## config.mk

```make
export PLATFORM = sky130hd
export DESIGN_NAME = block_transfer_sequencer
export DESIGN_NICKNAME = d
export VERILOG_FILES = /design/src/rtl/bt_seq_pkg.sv /design/src/rtl/lowest_set_bit_encoder.sv /design/src/rtl/block_transfer_sequencer.sv
export SDC_FILE = /design/constraint.sdc
export NUM_CORES = 1
export LEC_CHECK = 0
export ABC_AREA = 1
export BUFFER_PORTS_ARGS = -buffer_cell sky130_fd_sc_hd__buf_2
export CORE_MARGIN = 1
export CORE_UTILIZATION = 25
export DETAILED_ROUTE_END_ITERATION = 16
export GPL_TIMING_DRIVEN = 0
export HOLD_SLACK_MARGIN = 0.02
export PLACE_DENSITY = 0.44
export SYNTH_ARGS = -nofsm -noshare
export SYNTH_HDL_FRONTEND = slang
export SYNTH_SLANG_ARGS = --single-unit
```

## constraint.sdc

```tcl
create_clock -name clk -period 7.3 [get_ports clk]
set_input_delay 2.19 -clock clk [delete_from_list [all_inputs] [get_ports clk]]
set_output_delay 2.19 -clock clk [all_outputs]
set_load 0.05 [all_outputs]
```

## src/rtl/bt_seq_pkg.sv

```systemverilog
// Shared definitions for the ARM LDM/STM block-transfer sequencer:
// FSM states, {p,u} addressing modes, stride/id widths and a popcount helper.
package bt_seq_pkg;

    localparam int RD_ID_W            = 5;
    localparam int WORD_BYTES_DEFAULT = 4;
    localparam int MAX_NREG           = 32;
    localparam int CNT_W              = $clog2(MAX_NREG) + 1;

    typedef enum logic [1:0] {
        ST_IDLE  = 2'd0,
        ST_ISSUE = 2'd1,
        ST_DONE  = 2'd2
    } state_e;

    // Encoded as {p, u}, straight from the instruction bits.
    typedef enum logic [1:0] {
        MODE_DA = 2'b00,
        MODE_IA = 2'b01,
        MODE_DB = 2'b10,
        MODE_IB = 2'b11
    } addr_mode_e;

    function automatic logic [CNT_W-1:0] popcount(input logic [MAX_NREG-1:0] v);
        logic [CNT_W-1:0] cnt;
        cnt = '0;
        for (int i = 0; i < MAX_NREG; i++) begin
            cnt = cnt + CNT_W'(v[i]);
        end
        return cnt;
    endfunction

endpackage

```

## src/rtl/lowest_set_bit_encoder.sv

```systemverilog
// Picks the lowest set bit of a register list: binary index, one-hot mask
// and an empty flag. Pure combinational.
module lowest_set_bit_encoder #(
    parameter  int NREG  = 16,
    localparam int IDX_W = (NREG > 1) ? $clog2(NREG) : 1
) (
    input  logic [NREG-1:0]  list,
    output logic [IDX_W-1:0] index,
    output logic [NREG-1:0]  onehot,
    output logic             empty
);

    // NOTE: default assignment first so no path through the loop leaves index unassigned (no latch).
    always_comb begin
        index = '0;
        for (int i = NREG - 1; i >= 0; i--) begin
            if (list[i]) begin
                index = IDX_W'(i);
            end
        end
    end

    // Two's-complement trick isolates the lowest set bit.
    assign onehot = list & (~list + NREG'(1));
    assign empty  = ~|list;

endmodule

```

## src/rtl/block_transfer_sequencer.sv

```systemverilog
// Expands one decoded LDM/STM command into single-register load/store
// micro-ops in ascending register order, with base writeback on the last beat.
module block_transfer_sequencer
    import bt_seq_pkg::*;
#(
    parameter int DATA_W     = 32,
    parameter int NREG       = 16,
    parameter int ID_W       = RD_ID_W,
    parameter int WORD_BYTES = WORD_BYTES_DEFAULT
) (
    input  logic              clk,
    input  logic              rst_n,
    input  logic              cmd_valid,
    output logic              cmd_ready,
    input  logic [NREG-1:0]   cmd_list,
    input  logic [DATA_W-1:0] cmd_base,
    input  logic [3:0]        cmd_rn,
    input  logic              cmd_p,
    input  logic              cmd_u,
    input  logic              cmd_w,
    input  logic              cmd_l,
    output logic              uop_valid,
    input  logic              uop_ready,
    output logic [DATA_W-1:0] uop_addr,
    output logic [ID_W-1:0]   uop_reg_id,
    output logic              uop_load,
    output logic              uop_is_pc,
    output logic              uop_last,
    output logic              wb_en,
    output logic [DATA_W-1:0] wb_value,
    input  logic              flush,
    output logic              done
);

    localparam int IDX_W = (NREG > 1) ? $clog2(NREG) : 1;
    localparam logic [DATA_W-1:0] STRIDE = DATA_W'(WORD_BYTES);

    state_e            state;
    logic [NREG-1:0]   remaining;
    logic [DATA_W-1:0] addr_q;
    logic [DATA_W-1:0] wb_value_q;
    logic              load_q;
    logic              wb_ok_q;

    logic [IDX_W-1:0]  lsb_idx;
    logic [NREG-1:0]   lsb_onehot;
    logic              lsb_empty;
    logic              last_beat;

    logic [DATA_W-1:0] span;
    logic [DATA_W-1:0] start_addr;
    logic [DATA_W-1:0] end_base;
    logic              rn_hit;

    lowest_set_bit_encoder #(.NREG(NREG)) u_lsb (
        .list   (remaining),
        .index  (lsb_idx),
        .onehot (lsb_onehot),
        .empty  (lsb_empty)
    );

    // Start address and final base, evaluated on the accept cycle only.
    always_comb begin
        span       = DATA_W'(popcount(MAX_NREG'(cmd_list))) * STRIDE;
        start_addr = cmd_base;
        case (addr_mode_e'({cmd_p, cmd_u}))
            MODE_IA: start_addr = cmd_base;
            MODE_IB: start_addr = cmd_base + STRIDE;
            MODE_DA: start_addr = cmd_base - span + STRIDE;
            MODE_DB: start_addr = cmd_base - span;
            default: start_addr = cmd_base;
        endcase
        end_base = cmd_u ? (cmd_base + span) : (cmd_base - span);
        rn_hit   = |(cmd_list & (NREG'(1) << cmd_rn));
    end

    assign last_beat  = !lsb_empty && ((remaining & ~lsb_onehot) == '0);
    assign uop_addr   = addr_q;
    assign uop_reg_id = ID_W'(lsb_idx);
    assign uop_load   = load_q;
    assign uop_is_pc  = uop_valid && load_q && (uop_reg_id == ID_W'(15));
    assign uop_last   = uop_valid && last_beat;
    assign wb_en      = uop_last && wb_ok_q;
    assign wb_value   = wb_value_q;

    // NOTE: sequential state uses non-blocking assignments only; datapath registers
    // are reset as well so every output has a defined value straight out of reset.
    always_ff @(posedge clk or negedge rst_n) begin
        if (!rst_n) begin
            state      <= ST_IDLE;
            cmd_ready  <= 1'b1;
            uop_valid  <= 1'b0;
            done       <= 1'b0;
            remaining  <= '0;
            addr_q     <= '0;
            wb_value_q <= '0;
            load_q     <= 1'b0;
            wb_ok_q    <= 1'b0;
        end else if (flush) begin
            state     <= ST_IDLE;
            cmd_ready <= 1'b1;
            uop_valid <= 1'b0;
            done      <= 1'b0;
            remaining <= '0;
        end else begin
            case (state)
                ST_IDLE: begin
                    done <= 1'b0;
                    if (cmd_valid) begin
                        remaining  <= cmd_list;
                        addr_q     <= start_addr;
                        wb_value_q <= end_base;
                        load_q     <= cmd_l;
                        // A loaded base register overrides the writeback.
                        wb_ok_q    <= cmd_w && !(cmd_l && rn_hit);
                        cmd_ready  <= 1'b0;
                        if (cmd_list == '0) begin
                            state <= ST_DONE;
                            done  <= 1'b1;
                        end else begin
                            state     <= ST_ISSUE;
                            uop_valid <= 1'b1;
                        end
                    end
                end
                ST_ISSUE: begin
                    if (uop_ready) begin
                        remaining <= remaining & ~lsb_onehot;
                        addr_q    <= addr_q + STRIDE;
                        if (last_beat) begin
                            state     <= ST_DONE;
                            uop_valid <= 1'b0;
                            done      <= 1'b1;
                        end
                    end
                end
                ST_DONE: begin
                    state     <= ST_IDLE;
                    done      <= 1'b0;
                    cmd_ready <= 1'b1;
                end
                default: begin
                    state     <= ST_IDLE;
                    cmd_ready <= 1'b1;
                    uop_valid <= 1'b0;
                    done      <= 1'b0;
                end
            endcase
        end
    end

endmodule

```

==> impl_metrics.py, run 1 <==
metrics = {
    "cts": {
        "cts_hold_buf": 0,
        "cts_num_sinks": 87,
        "clk_latency_ps": 380,
        "clkTransAtPathRegs_ps": 70,
        "cts_buffers": 9,
        "htreeDepth": 3,
        "cts-root-buf": "clkbuf_16",
        "cts_buffer_depth": 2,
        "cts_tree": "yes",
    },
    "detailed_routing": {
        "via_count": 11323,
        "drt-pass1-iter-count": 8,
        "viasPerCell": 4.94,
        "routed_wl_mm": 42.0,
        "drt_iter0_markers": 906,
        "drt-wirelength-per-cell_um": 18.3,
        "ant_nets": 0,
        "drc": 0,
    },
    "global_route": {
        "antenna_found_initial": 0,
        "grt_pass1_vias": 10582,
        "met3_usage": 0.0267,
        "grt_use_met1": 0.299,
        "grt_max_degree": 50,
        "top_usage_layer": "met2",
        "groute.usage.overall": 0.214,
        "grt_pass1_wl_mm": 62.5,
        "met2_usage": 0.342,
        "grt-ovfl-total": 0,
    },
    "sta": {
        "worstMarginPinSlew_ps": 856,
        "finalSetupViolCount": 0,
        "period_needed_ps": 7210,
        "period_share": 0.987,
        "tns_ps": 0,
        "skew_ps": 11.9,
        "rsz0062_at_grt": "yes",
        "slew_violations": 0,
        "hold_viol": 0,
        "fmax_ghz": 0.139,
        "slew_headroom": 0.424,
    },
    "yosys": {
        "synth_cell_types": 54,
        "synth_area_um2": 9490,
        "syn_area_per_cell_um2": 5.93,
        "synthCells": 1600,
        "ys.flop_type": "dfrtp_1",
        "netlist_top_cells_area": "dfrtp_1 (23%), nand2_1 (19%), inv_1 (8.3%), nand3_1 (8.1%), nor2_1 (7.0%)",
        "syn-num-nets": 1695,
        "synth_commonest_cells": "nand2_1 (473), inv_1 (211), nor2_1 (178)",
        "yosysTopAreaCell": "dfrtp_1",
        "synth-seq-cells": 87,
        "async_flop_share": 1.00,
        "ys_warn_count": 0,
        "synth_top_area_share": 0.227,
        "synth_seq_area_share": 0.230,
        "synth-edff-count": 0,
        "synth.most_common_cell": "nand2_1",
    },
    "power_and_ir_drop": {
        "power_frac_comb": 0.692,
        "swShare": 0.585,
        "p_int_uw": 1890,
        "clock_power_share": 0.106,
        "p_sw_uw": 2660,
        "vdd_drop_max_mv": 0.236,
        "p_per_area_nw_per_um2": 374,
        "power_frac_seq": 0.203,
        "p_leak_uw": 0.00574,
    },
    "setup_path": {
        "critPathRequiredTime_ps": 7560,
        "worst-endpoint-arrival_ps": 7460,
        "end_kind": "flop",
        "critPathLaunchType": "primary input",
        "cp_max_fo": 7,
        "critical_path_class": "primary input to flop",
        "crit_path_max_incr_delay_ps": 610,
        "path_common_cell": "buf_4",
        "crit_path_top_delay_cell": "fa_1",
    },
    "place": {
        "portBuffers": 122,
        "placed_area_um2": 10800,
        "dp_hpwl_mm": 33.7,
        "gp_congestion": 0.918,
    },
    "floorplanning": {
        "die_y_um": 197,
        "fp.dieW_um": 197,
        "die-area_um2": 38700,
        "rows": 70,
        "ios": 137,
        "core_area_um2": 37000,
        "start_util": 0.257,
    },
    "finish": {
        "drive_gt1_frac": 0.216,
        "fillers": 4195,
        "diodes": 0,
        "area_growth_pct": 28.4,
        "nets": 1876,
        "fin_area_um2": 12200,
    },
    "worst_hold_path": {
        "min_path_type": "flop to flop",
    },
    "outcome": {
        "status": "finished clean",
    },
    "flow_run": {
        "maxCapViolCount": 0,
    },
}
-- stage by stage --
stage	power (uW)	hold slack, ps	utilization	worst slack (ps)	cells
after floorplan	2880	497	-	150	1600
final	4550	471	0.329	93.4	2290
after detailed placement	3650	458	0.291	-686	2227
after CTS	4240	475	0.308	-9.70	2260
after global routing	4880	490	0.329	-56.7	2290
after global placement	3640	452	0.290	-691	2226
-- cells in the final DEF, fill, tap and decap left out, drive strengths merged, types with 8 or more instances in the layout --
cell / count
a21boi: 13
a21oi: 49
a31oi: 34
and2: 9
buf: 189
clkbuf: 52
dfrtp: 86
fa: 12
ha: 22
inv: 218
nand2: 483
nand3: 161
nand4: 29
nor2: 200
nor3: 26
o211ai: 23
o21ai: 89
o22ai: 8
or2: 10
xor2: 18
-- flip-flops by register name (all words and copies together) (netlist names) --
| name | flops |
|---|---|
| uop_addr | 32 |
| cmd_ready | 1 |
| remaining | 16 |
| done | 1 |
| wb_ok_q | 1 |
| uop_load | 1 |
| uop_valid | 1 |
| state | 2 |
| wb_value | 32 |
-- routing by layer --
layer / vias to the layer above / share of wire / wire (um)
met1: 5394 / 0.47 / 19900
met3: 48 / 0.045 / 1880
met2: 312 / 0.46 / 19300
met4: 0 / 0.024 / 992
met5: - / 0 / 0
li1: 5569 / - / -
-- logic make-up (layout without fill, tap and decap cells) --
kind of cell | Yosys count | count (layout) | synth area share
simple gates | 929 | 930 | 0.426
buf+inv | 280 | 465 | 0.115
compound gates | 251 | 251 | 0.159
flops | 87 | 87 | 0.230
fa+ha+maj | 34 | 34 | 0.0543
xor+xnor | 18 | 18 | 0.0166
other cells | 1 | 1 | 0.000395
-- path summary, 6_finish.rpt --
path	startpoint	to	slack, ps	cells after the start
hold / removal	uop_addr[0]	uop_addr[0]	470	2
setup reg to reg	state[1]	uop_addr[3]	4430	8
setup / recovery	cmd_list[15]	uop_addr[17]	90	29
min in group asynchronous	rst_n	remaining[12]	1790	1
max in group asynchronous	rst_n	uop_addr[28]	4800	2
hold reg to reg	uop_addr[0]	uop_addr[0]	470	2
-- cell type report --
type,count,area (um^2),share of cell area
Inverter,220,838,0.0689
Timing Repair Buffer,169,1040,0.0854
Tap cell,504,631,0.0518
Multi-Input combinational cell,1234,6950,0.571
Clock buffer,12,246,0.0202
Sequential cell,87,2180,0.179
Clock inverter,4,30.0,0.00247
Buffer,60,265,0.0218
-- power by group through the flow --
| stage | Combinational, uW | Sequential [uW] | Clock, uW |
|---|---|---|---|
| 2_1_floorplan | 1370 | 1510 | 0 |
| 3_3_place_gp | 2710 | 927 | 0 |
| 3_5_place_dp | 2720 | 928 | 0 |
| 4_1_cts | 2820 | 920 | 502 |
| 5_1_grt | 3410 | 954 | 518 |
| 6_report | 3140 | 923 | 480 |
-- timing repair --
| item | CTS | global route |
|---|---|---|
| pin swaps | 13 | 66 |
| hold endpoints to repair | 0 | 0 |
| gates cloned | 0 | 2 |
| endpoints found under the setup margin | 22 | 37 |
| setup buffers | 17 | 28 |
| resized for setup | 53 | 160 |
-- critical path: cells and delay by family --
family / cells / cell delay, ps
buf+inv: 10 / 1010
fa+ha+maj: 7 / 3110
simple gates: 9 / 800
compound gates: 3 / 310
Power figures use the tool's default switching activity.
==> inputs of run 2 (changes only) <==
- GPL_ROUTABILITY_DRIVEN: not set -> 0
- PLACE_DENSITY: 0.44 -> not set
- clock period: 7.3 -> 9.3 ns (I/O delays scaled with it)
==> impl_metrics.py, run 2 (synthesis gave the netlist of run 1 again) <==
metrics = {
    "setup_path": {
        "critical_path_class": "primary input to flop",
        "worst-endpoint-arrival_ps": 8560,
        "end_kind": "flop",
        "r2r_start": "state[1]",
        "cp_max_fo": 6,
        "critPathLaunchType": "primary input",
        "critPathRequiredTime_ps": 9610,
        "worstSetupStartpoint": "cmd_list[1]",
    },
    "floorplanning": {
        "die-area_um2": 38700,
        "ios": 137,
        "core_area_um2": 37000,
        "rows": 70,
        "die_y_um": 197,
        "fp.dieW_um": 197,
        "start_util": 0.257,
    },
    "detailed_routing": {
        "drc": 0,
        "viasPerCell": 5.05,
        "ant_nets": 0,
        "routed_wl_mm": 37.9,
        "drt-pass1-iter-count": 6,
        "via_count": 11324,
        "drt_iter0_markers": 1004,
        "drt-wirelength-per-cell_um": 16.9,
    },
    "flow_run": {
        "maxCapViolCount": 0,
    },
    "outcome": {
        "status": "finished clean",
    },
    "sta": {
        "rsz0062_at_grt": "no",
        "slew_violations": 0,
        "setup_slack_ps": 1050,
        "period_needed_ps": 8250,
        "hold_viol": 0,
        "skew_ps": 13.4,
        "worstMarginPinSlew_ps": 917,
        "period_share": 0.887,
        "slew_headroom": 0.386,
        "finalSetupViolCount": 0,
        "fmax_ghz": 0.121,
        "tns_ps": 0,
    },
    "global_route": {
        "top_usage_layer": "met2",
        "grt_use_met1": 0.256,
        "met2_usage": 0.328,
        "grt_pass1_wl_mm": 58.3,
        "groute.usage.overall": 0.195,
        "grt_pass1_vias": 10416,
        "grt_max_degree": 65,
        "grt-ovfl-total": 0,
        "antenna_found_initial": 0,
        "met3_usage": 0.0265,
    },
    "power_and_ir_drop": {
        "p_per_area_nw_per_um2": 293,
        "power_frac_comb": 0.656,
        "p_int_uw": 1340,
        "p_leak_uw": 0.00541,
        "swShare": 0.586,
        "clock_power_share": 0.123,
        "p_sw_uw": 1900,
        "power_frac_seq": 0.221,
        "vdd_drop_max_mv": 0.216,
    },
    "cts": {
        "cts_buffer_depth": 2,
        "cts_hold_buf": 0,
        "clk_latency_ps": 380,
        "cts-root-buf": "clkbuf_16",
        "cts_tree": "yes",
        "cts_num_sinks": 87,
        "clkTransAtPathRegs_ps": 70,
        "htreeDepth": 3,
        "postCtsSetupBuffers": 0,
        "cts_resized": 0,
        "cts_buffers": 9,
    },
    "finish": {
        "nets": 1829,
        "drive_gt1_frac": 0.118,
        "ff_latch_area_um2": 2180,
        "area_growth_pct": 16.5,
        "diodes": 0,
        "layout_common_cells": "nand2_1 (473), inv_1 (211), nor2_1 (178), nand3_1 (154), buf_2 (129)",
        "fillers": 4210,
        "final_common_cell": "nand2_1",
        "multiInputGateArea_um2": 6220,
    },
    "worst_hold_path": {
        "hold_start": "wb_value[15]",
        "min_path_type": "flop to flop",
    },
    "place": {
        "pre_cts_ws_ps": 775,
        "dp_hpwl_mm": 30.8,
        "portBuffers": 122,
    },
}
==> run 2: cell types whose count changed in the layout (fill, tap and decap cells not counted), moves of 6 or more <==
cell     delta
buf_4      -43
ha_1        +6
inv_1      +15
inv_2      -10
nand2_1    +48
nand2_2    -37
nand2_4    -11
nand3_1    +16
nand3_4    -11
nor2_1     +35
nor2_4     -31
==> run 2: power groups by stage <==
stage | registers [uW] | clock network, uW | logic [uW]
floorplan | 1180 | 0 | 1070
global placement | 717 | 0 | 2100
detailed placement | 722 | 0 | 2120
CTS | 717 | 406 | 2130
global route | 744 | 421 | 2330
finish | 715 | 399 | 2120
==> run 2: final timing paths <==
kind / end / slack (ps) / depth (start not counted)
worst max-delay path: uop_addr[24] / 1050 / 28
worst min-delay path: wb_value[15] / 470 / 2
worst max register to register: uop_addr[6] / 6510 / 7
worst min register to register: wb_value[15] / 470 / 2
max in group asynchronous: uop_addr[19] / 6290 / 2
min in group asynchronous: remaining[14] / 2310 / 1
==> run 2: worst max-delay path, cell delays in order <==
cell	delay [ps]
buf_2	90
inv_1	180
fa_1	490
fa_1	550
fa_1	450
fa_1	500
inv_1	40
ha_1	200
fa_1	380
nand2_1	100
a21oi_1	120
ha_1	390
nor2_1	70
nand3_1	230
nand3_2	220
nor2_1	280
nand2_1	100
nand3_1	140
nand3_2	160
nor2_2	260
nand3_2	180
nor2_4	160
nand2_1	70
nand2_1	60
nand3_1	60
nand2_1	60
nand2_1	70
a21boi_1	140
==> run 2: cell type report <==
type	instances	share of cell area
buffer	60	0.0237
clock buffer	12	0.0214
clock inverter	4	0.00498
inverter	220	0.0747
multi-input combinational	1233	0.563
sequential	87	0.197
tap	504	0.0571
timing repair buffer	123	0.0580
==> run 2: stage by stage <==
step	instances	util	cell area [um^2]	hold slack [ps]	power, uW
final	2243	0.299	11000	475	3230
after floorplan	1600	-	9490	497	2260
after global placement	2226	0.290	10700	452	2820
after CTS	2243	0.299	11000	480	3250
after global routing	2243	0.299	11000	498	3490
after detailed placement	2227	0.291	10800	461	2840
==> run 2: metal layers <==
metal  wire, um  vias up
met5          0        -
met4       1020        0
met3       2650       70
met2      18200      493
met1      16000     5287
li1           -     5474
